`config.mk`:
```
export PLATFORM = sky130hd
export DESIGN_NAME = arg_pop_scheduler
export DESIGN_NICKNAME = d
export VERILOG_FILES = /design/src/rtl/arg_pop_scheduler_pkg.sv /design/src/rtl/arg_pop_scheduler_rr_arbiter.sv /design/src/rtl/arg_pop_scheduler.sv
export SDC_FILE = /design/constraint.sdc
export NUM_CORES = 1
export LEC_CHECK = 0
export ABC_CLOCK_PERIOD_IN_PS = 6500
export BUFFER_PORTS_ARGS = -buffer_cell sky130_fd_sc_hd__buf_2
export CORE_ASPECT_RATIO = 0.6
export CORE_UTILIZATION = 30
export DETAILED_ROUTE_END_ITERATION = 8
export HOLD_SLACK_MARGIN = 0.03
export SLEW_MARGIN = 20
export SYNTH_ARGS = -nofsm -noshare
export SYNTH_HDL_FRONTEND = slang
export SYNTH_SLANG_ARGS = --single-unit
```
`constraint.sdc`:
```
create_clock -name clk -period 6.5 [get_ports clk]
set_input_delay 1.625 -clock clk [delete_from_list [all_inputs] [get_ports clk]]
set_output_delay 1.625 -clock clk [all_outputs]
set_load 0.01 [all_outputs]
```
`src/rtl/arg_pop_scheduler_pkg.sv`:
```
// rtl/arg_pop_scheduler_pkg.sv - shared FSM state encoding and log2 helper for the decoder blocks
package arg_pop_scheduler_pkg;

  typedef enum logic [1:0] {
    ST_IDLE   = 2'd0,
    ST_ISSUE  = 2'd1,
    ST_SETTLE = 2'd2
  } state_e;

  // Ceiling log2, usable in parameter defaults.
  function automatic int log2c(input int n);
    int r;
    r = 0;
    while ((1 << r) < n) r++;
    return r;
  endfunction

endpackage

```
`src/rtl/arg_pop_scheduler_rr_arbiter.sv`:
```
// rtl/arg_pop_scheduler_rr_arbiter.sv - round-robin winner search starting at a given pointer
module rr_arbiter
  import arg_pop_scheduler_pkg::*;
#(
  parameter int NUM_REQ = 4,
  parameter int ID_W    = log2c(NUM_REQ)
) (
  input  logic [NUM_REQ-1:0] req,
  input  logic [ID_W-1:0]    pointer,
  input  logic               advance,
  output logic [NUM_REQ-1:0] grant,
  output logic [ID_W-1:0]    index
);

  logic            found;
  int              cand;
  logic [ID_W-1:0] cidx;

  // Scan from pointer upward, wrapping; grant is empty unless advance is set.
  always_comb begin
    grant = '0;
    index = '0;
    found = 1'b0;
    cand  = 0;
    cidx  = '0;
    for (int k = 0; k < NUM_REQ; k++) begin
      cand = int'(pointer) + k;
      if (cand >= NUM_REQ) cand = cand - NUM_REQ;
      cidx = ID_W'(cand);
      if (advance && !found && req[cidx]) begin
        found       = 1'b1;
        grant[cidx] = 1'b1;
        index       = cidx;
      end
    end
  end

endmodule

```
`src/rtl/arg_pop_scheduler.sv`:
```
// rtl/arg_pop_scheduler.sv - round-robin bit-pop scheduler in front of a decoder window
// Optional grant_count statistics output enabled by ARG_POP_SCHEDULER_STATS_EN.
module arg_pop_scheduler
  import arg_pop_scheduler_pkg::*;
#(
  parameter int WIDTH_OUT      = 64,
  parameter int LOG2_WIDTH_OUT = log2c(WIDTH_OUT),
  parameter int NUM_REQ        = 4
) (
  input  logic                              clk,
  input  logic                              rst,
  input  logic [NUM_REQ-1:0]                req_valid,
  input  logic [NUM_REQ*LOG2_WIDTH_OUT-1:0] req_len,
  output logic [NUM_REQ-1:0]                req_ack,
  output logic                              resp_valid,
  output logic [log2c(NUM_REQ)-1:0]         resp_id,
  output logic [WIDTH_OUT-1:0]              resp_data,
  input  logic                              dec_ready,
  input  logic [WIDTH_OUT-1:0]              dec_q,
  output logic [LOG2_WIDTH_OUT-1:0]         dec_pop
`ifdef ARG_POP_SCHEDULER_STATS_EN
  ,
  output logic [31:0]                       grant_count
`endif
);

  localparam int ID_W = log2c(NUM_REQ);
  localparam int SH_W = LOG2_WIDTH_OUT + 1;

  state_e                    state_q;
  logic [ID_W-1:0]           ptr_q, ptr_d;
  logic [NUM_REQ-1:0]        ack_q;
  logic [LOG2_WIDTH_OUT-1:0] pop_q;
  logic                      rv_q;
  logic [ID_W-1:0]           id_q;

  logic                      start;
  logic [NUM_REQ-1:0]        arb_grant;
  logic [ID_W-1:0]           arb_idx;
  logic [LOG2_WIDTH_OUT-1:0] win_len;
  logic [SH_W-1:0]           shamt;

  assign start = (state_q == ST_IDLE) && dec_ready && (|req_valid);

  rr_arbiter #(
    .NUM_REQ (NUM_REQ),
    .ID_W    (ID_W)
  ) u_rr_arbiter (
    .req     (req_valid),
    .pointer (ptr_q),
    .advance (start),
    .grant   (arb_grant),
    .index   (arb_idx)
  );

  always_comb begin
    win_len = '0;
    for (int i = 0; i < NUM_REQ; i++) begin
      if (arb_idx == ID_W'(i)) win_len = req_len[i*LOG2_WIDTH_OUT +: LOG2_WIDTH_OUT];
    end
  end

  assign ptr_d = (int'(arb_idx) == NUM_REQ - 1) ? '0 : arb_idx + ID_W'(1);

  // Outputs are registered on entry to ISSUE and self-clear on the next edge.
  always_ff @(posedge clk or posedge rst) begin
    if (rst) begin
      state_q <= ST_IDLE;
      ptr_q   <= '0;
      ack_q   <= '0;
      pop_q   <= '0;
      rv_q    <= 1'b0;
      id_q    <= '0;
    end else begin
      ack_q <= '0;
      pop_q <= '0;
      rv_q  <= 1'b0;
      id_q  <= '0;
      case (state_q)
        ST_IDLE: begin
          if (start) begin
            state_q <= ST_ISSUE;
            ptr_q   <= ptr_d;
            ack_q   <= arb_grant;
            pop_q   <= win_len;
            rv_q    <= 1'b1;
            id_q    <= arb_idx;
          end
        end
        ST_ISSUE: state_q <= ST_SETTLE;
        default:  state_q <= ST_IDLE;
      endcase
    end
  end

  // Oldest bits sit at the top of the window; a zero length must yield zero.
  assign shamt = SH_W'(WIDTH_OUT) - SH_W'(pop_q);

  always_comb begin
    resp_data = '0;
    if (state_q == ST_ISSUE && pop_q != '0) resp_data = dec_q >> shamt;
  end

  assign req_ack    = ack_q;
  assign dec_pop    = pop_q;
  assign resp_valid = rv_q;
  assign resp_id    = id_q;

`ifdef ARG_POP_SCHEDULER_STATS_EN
  logic [31:0] cnt_q;

  always_ff @(posedge clk or posedge rst) begin
    if (rst) begin
      cnt_q <= '0;
    end else if (state_q == ST_ISSUE && pop_q != '0 && cnt_q != '1) begin
      cnt_q <= cnt_q + 32'd1;
    end
  end

  assign grant_count = cnt_q;
`endif

endmodule
```
==> impl_results.rst <==
.. list-table::
   :header-rows: 1

   * - Metric
     - Value
   * - Setup repair after global routing missed its margin
     - false
   * - Final ANT Viol Nets
     - 0
   * - Slack of the worst reg-to-reg path
     - 2260 ps
   * - Chip height
     - 109.3 µm
   * - Clock slew seen by the registers of the worst setup and hold paths
     - 50 ps
   * - NumNets Final
     - 954
   * - Layout cells sized above 1
     - 33.85%
   * - Net count of the mapped netlist
     - 828
   * - Count of routing violations after the opening detailed-route iteration
     - 920
   * - Proportion of synthesized chip area in sequential cells
     - 7.396%
   * - Worst hold path type
     - register to register
   * - Full die area
     - 19,750 µm²
   * - Buffer cell driving the clock tree root
     - sky130_fd_sc_hd__clkbuf_16
   * - Resize count post-CTS
     - 0
   * - Worst clock skew
     - 2.783 ps
   * - Maximum number of pins on one net before global-route repair
     - 72
   * - Worst Path Arrival
     - 4040 ps
   * - Detailed-route vias per instance
     - 6.137
   * - Final Hold Violating Endpoints
     - 0
   * - H-tree depth
     - 1
   * - Max Fanout on Critical Path
     - 24
   * - Number of buffers added to fix hold violations after cts
     - 0
   * - Final global-route overflow total
     - 0
   * - Area growth from synthesis to layout
     - 17.53%
   * - Portion of the clock cycle consumed by the worst path in the final layout
     - 87.12%
   * - Antenna violations before repair
     - 0
   * - Final estimated routing congestion in global placement
     - 1.019
   * - Outcome
     - completed
   * - Met3 usage
     - 8.617%
   * - Number of placed I/O pins
     - 172
   * - Number of global-route vias before repair
     - 6,130
   * - F_max
     - 176.6 MHz
   * - Global-route wire length before repair
     - 37,750 µm
   * - Post-Synthesis Mean Instance Area
     - 7.989 µm²
   * - Diode count
     - 0
   * - Detailed placement HPWL
     - 20,270 µm
   * - Maxcap violations
     - 0
   * - Met1 capacity usage during global routing
     - 39.04%
   * - # Post-CTS Setup Buffers
     - 0
   * - Critical Path Source Type
     - register
   * - Number of endpoints failing setup at the final stage
     - 0
   * - Syn. warnings
     - 0
   * - Critical setup path kind
     - register to output port
   * - Netlist cell types
     - 79
   * - Clock tree from TritonCTS
     - done
   * - Worst-Skew Late Latency
     - 250 ps
   * - Worst-Margin Slew
     - 1202 ps
   * - Most frequent standard cell in the layout excluding fill and tap cells
     - sky130_fd_sc_hd__buf_2
   * - Most congested layer reported by global routing
     - met1
   * - Cells after synthesis
     - 720
   * - Maximum number of buffers from clock root to sink
     - 2
   * - Final worst path period need
     - 5663 ps
   * - Initial core utilization
     - 31.26%
   * - Post-synth EDFFs
     - 0
   * - Rel. slew slack
     - 19.20%
   * - # clock sinks
     - 17
   * - DRC violation count after routing
     - 0
   * - Fillers
     - 1,935
   * - Area inside the core boundary
     - 18,400 µm²
   * - Total Neg Setup Slack
     - 0 ps
   * - Routed wirelength normalized by instance count
     - 22.91 µm
   * - Total number of vias
     - 6,659
   * - Router iterations before antenna repair
     - 7
   * - Die Width
     - 180.8 µm
   * - Post-detailed-routing wire length
     - 24,860 µm
   * - Number of synthesized register bits
     - 17
   * - Total clock buffers created by CTS
     - 3
   * - GR Layer Usage met2
     - 31.88%
   * - Synth async-reset ratio
     - 100.0%
   * - Number of max-slew violations in the final report
     - 0
   * - Type of destination of the critical path
     - output port
   * - Standard-cell rows
     - 38
   * - Port-buffer cells
     - 171
   * - WP data required
     - 4880 ps
   * - Commonest cells after routing, fill and taps aside
     - 171 x sky130_fd_sc_hd__buf_2, 109 x sky130_fd_sc_hd__mux2i_1, 86 x sky130_fd_sc_hd__nand2_1
   * - Post-synthesis instance area
     - 5752 µm²
   * - Most frequently used flop master after synthesis
     - sky130_fd_sc_hd__dfrtp_1
   * - GRT Resource Usage Total
     - 24.78%
==> Yosys cell counts, types with 3 or more instances <==
| cell | instances | share of area, % |
|---|---|---|
| sky130_fd_sc_hd__a222oi_1 | 8 | 1.4 |
| sky130_fd_sc_hd__a211oi_1 | 5 | 0.65 |
| sky130_fd_sc_hd__a21oi_1 | 47 | 4.1 |
| sky130_fd_sc_hd__o21ai_1 | 9 | 0.78 |
| sky130_fd_sc_hd__a22oi_1 | 7 | 0.91 |
| sky130_fd_sc_hd__nor2b_1 | 7 | 0.76 |
| sky130_fd_sc_hd__nand2b_1 | 6 | 0.65 |
| sky130_fd_sc_hd__buf_4 | 9 | 1.2 |
| sky130_fd_sc_hd__clkbuf_1 | 18 | 1.2 |
| sky130_fd_sc_hd__nor4_1 | 3 | 0.33 |
| sky130_fd_sc_hd__dfrtp_1 | 17 | 7.4 |
| sky130_fd_sc_hd__o22ai_1 | 7 | 0.76 |
| sky130_fd_sc_hd__inv_1 | 13 | 0.85 |
| sky130_fd_sc_hd__o31ai_1 | 3 | 0.39 |
| sky130_fd_sc_hd__xnor2_1 | 3 | 0.46 |
| sky130_fd_sc_hd__o221ai_1 | 17 | 2.6 |
| sky130_fd_sc_hd__and3_1 | 3 | 0.33 |
| sky130_fd_sc_hd__o211ai_1 | 20 | 2.6 |
| sky130_fd_sc_hd__nor3_1 | 10 | 0.87 |
| sky130_fd_sc_hd__nand4_1 | 3 | 0.33 |
| sky130_fd_sc_hd__nand3_1 | 9 | 0.78 |
| sky130_fd_sc_hd__nand3b_1 | 3 | 0.39 |
| sky130_fd_sc_hd__mux2i_1 | 109 | 19 |
| sky130_fd_sc_hd__nand2_1 | 86 | 5.6 |
| sky130_fd_sc_hd__mux2_2 | 45 | 8.8 |
| sky130_fd_sc_hd__buf_1 | 4 | 0.26 |
| sky130_fd_sc_hd__nor2_1 | 65 | 4.2 |
| sky130_fd_sc_hd__a32oi_1 | 5 | 0.76 |
| sky130_fd_sc_hd__buf_6 | 9 | 1.8 |
| sky130_fd_sc_hd__buf_2 | 26 | 2.3 |
| sky130_fd_sc_hd__mux2_1 | 3 | 0.59 |
| sky130_fd_sc_hd__ha_1 | 13 | 2.8 |
| sky130_fd_sc_hd__o21ai_0 | 23 | 2.0 |
| sky130_fd_sc_hd__a221oi_1 | 12 | 1.8 |
| sky130_fd_sc_hd__and2_1 | 6 | 0.65 |
| sky130_fd_sc_hd__or3_1 | 6 | 0.65 |
| sky130_fd_sc_hd__o32a_1 | 3 | 0.52 |
| sky130_fd_sc_hd__mux4_2 | 24 | 9.4 |
==> kinds of logic after synthesis <==
| group | after synthesis | share of synthesized area (%) |
|---|---|---|
| AND/OR/NAND/NOR | 218 | 17.23 |
| AO/OA/AOI/OAI | 200 | 24.63 |
| multiplexers | 184 | 38.66 |
| buffers and inverters | 81 | 7.809 |
| flip-flops | 17 | 7.396 |
| adder cells (fa/ha/maj) | 13 | 2.828 |
| XOR/XNOR | 7 | 1.458 |
==> cell type report <==
cell class | count | area, µm² | share of cell area, %
Sequential cell | 17 | 429.2 | 6.348
Multi-Input combinational cell | 622 | 4915 | 72.70
Clock buffer | 3 | 75.07 | 1.110
Clock inverter | 1 | 5.005 | 0.07403
Tap cell | 240 | 300.3 | 4.442
Inverter | 14 | 52.55 | 0.7773
Timing Repair Buffer | 188 | 983.4 | 14.55
==> path summary, 6_finish.rpt <==
kind | startpoint | endpoint | cells after the start
setup / recovery | dec_pop[0] | resp_data[14] | 9
hold / removal | state_q[0] | state_q[1] | 2
setup reg to reg | ptr_q[0] | dec_pop[5] | 13
hold reg to reg | state_q[0] | state_q[1] | 2
max in group asynchronous | rst | dec_pop[0] | 2
min in group asynchronous | rst | dec_pop[3] | 2
==> critical path: stages (launching register included) <==
cell and delay, ps:
sky130_fd_sc_hd__dfrtp_4 540, sky130_fd_sc_hd__inv_1 100, sky130_fd_sc_hd__ha_1 600, sky130_fd_sc_hd__inv_2 600
sky130_fd_sc_hd__buf_4 440, sky130_fd_sc_hd__mux2i_1 690, sky130_fd_sc_hd__a32oi_1 220, sky130_fd_sc_hd__nand2_1 170
sky130_fd_sc_hd__o221ai_1 210, sky130_fd_sc_hd__buf_2 220
==> registers in the layout, indices dropped and copies added, names as in the netlist <==
| signal | cells |
|---|---|
| state_q | 2 |
| resp_valid | 1 |
| ptr_q | 2 |
| dec_pop | 6 |
| req_ack | 4 |
| resp_id | 2 |
==> metrics by stage <==
step	instances	setup WS (ps)	utilization, %	instance area, µm²	hold slack [ps]
finish	1085	837.4	36.74	6760	763.8
CTS	1085	947.0	36.74	6760	764.6
floorplan	720	1817	-	5752	667.9
global route	1085	520.2	36.74	6760	848.8
detailed placement	1081	1217	36.30	6680	753.6
global placement	1081	1222	36.30	6680	734.5
==> metal layers <==
layer / routed length (µm) / up-vias
met2: 8911 / 473
met4: 157 / 0
met3: 3651 / 19
met1: 12140 / 3141
li1: - / 3026
met5: 0 / -
Power is not shown: default switching activity piles up to over one toggle a cycle in this logic, so the estimate is an artifact.
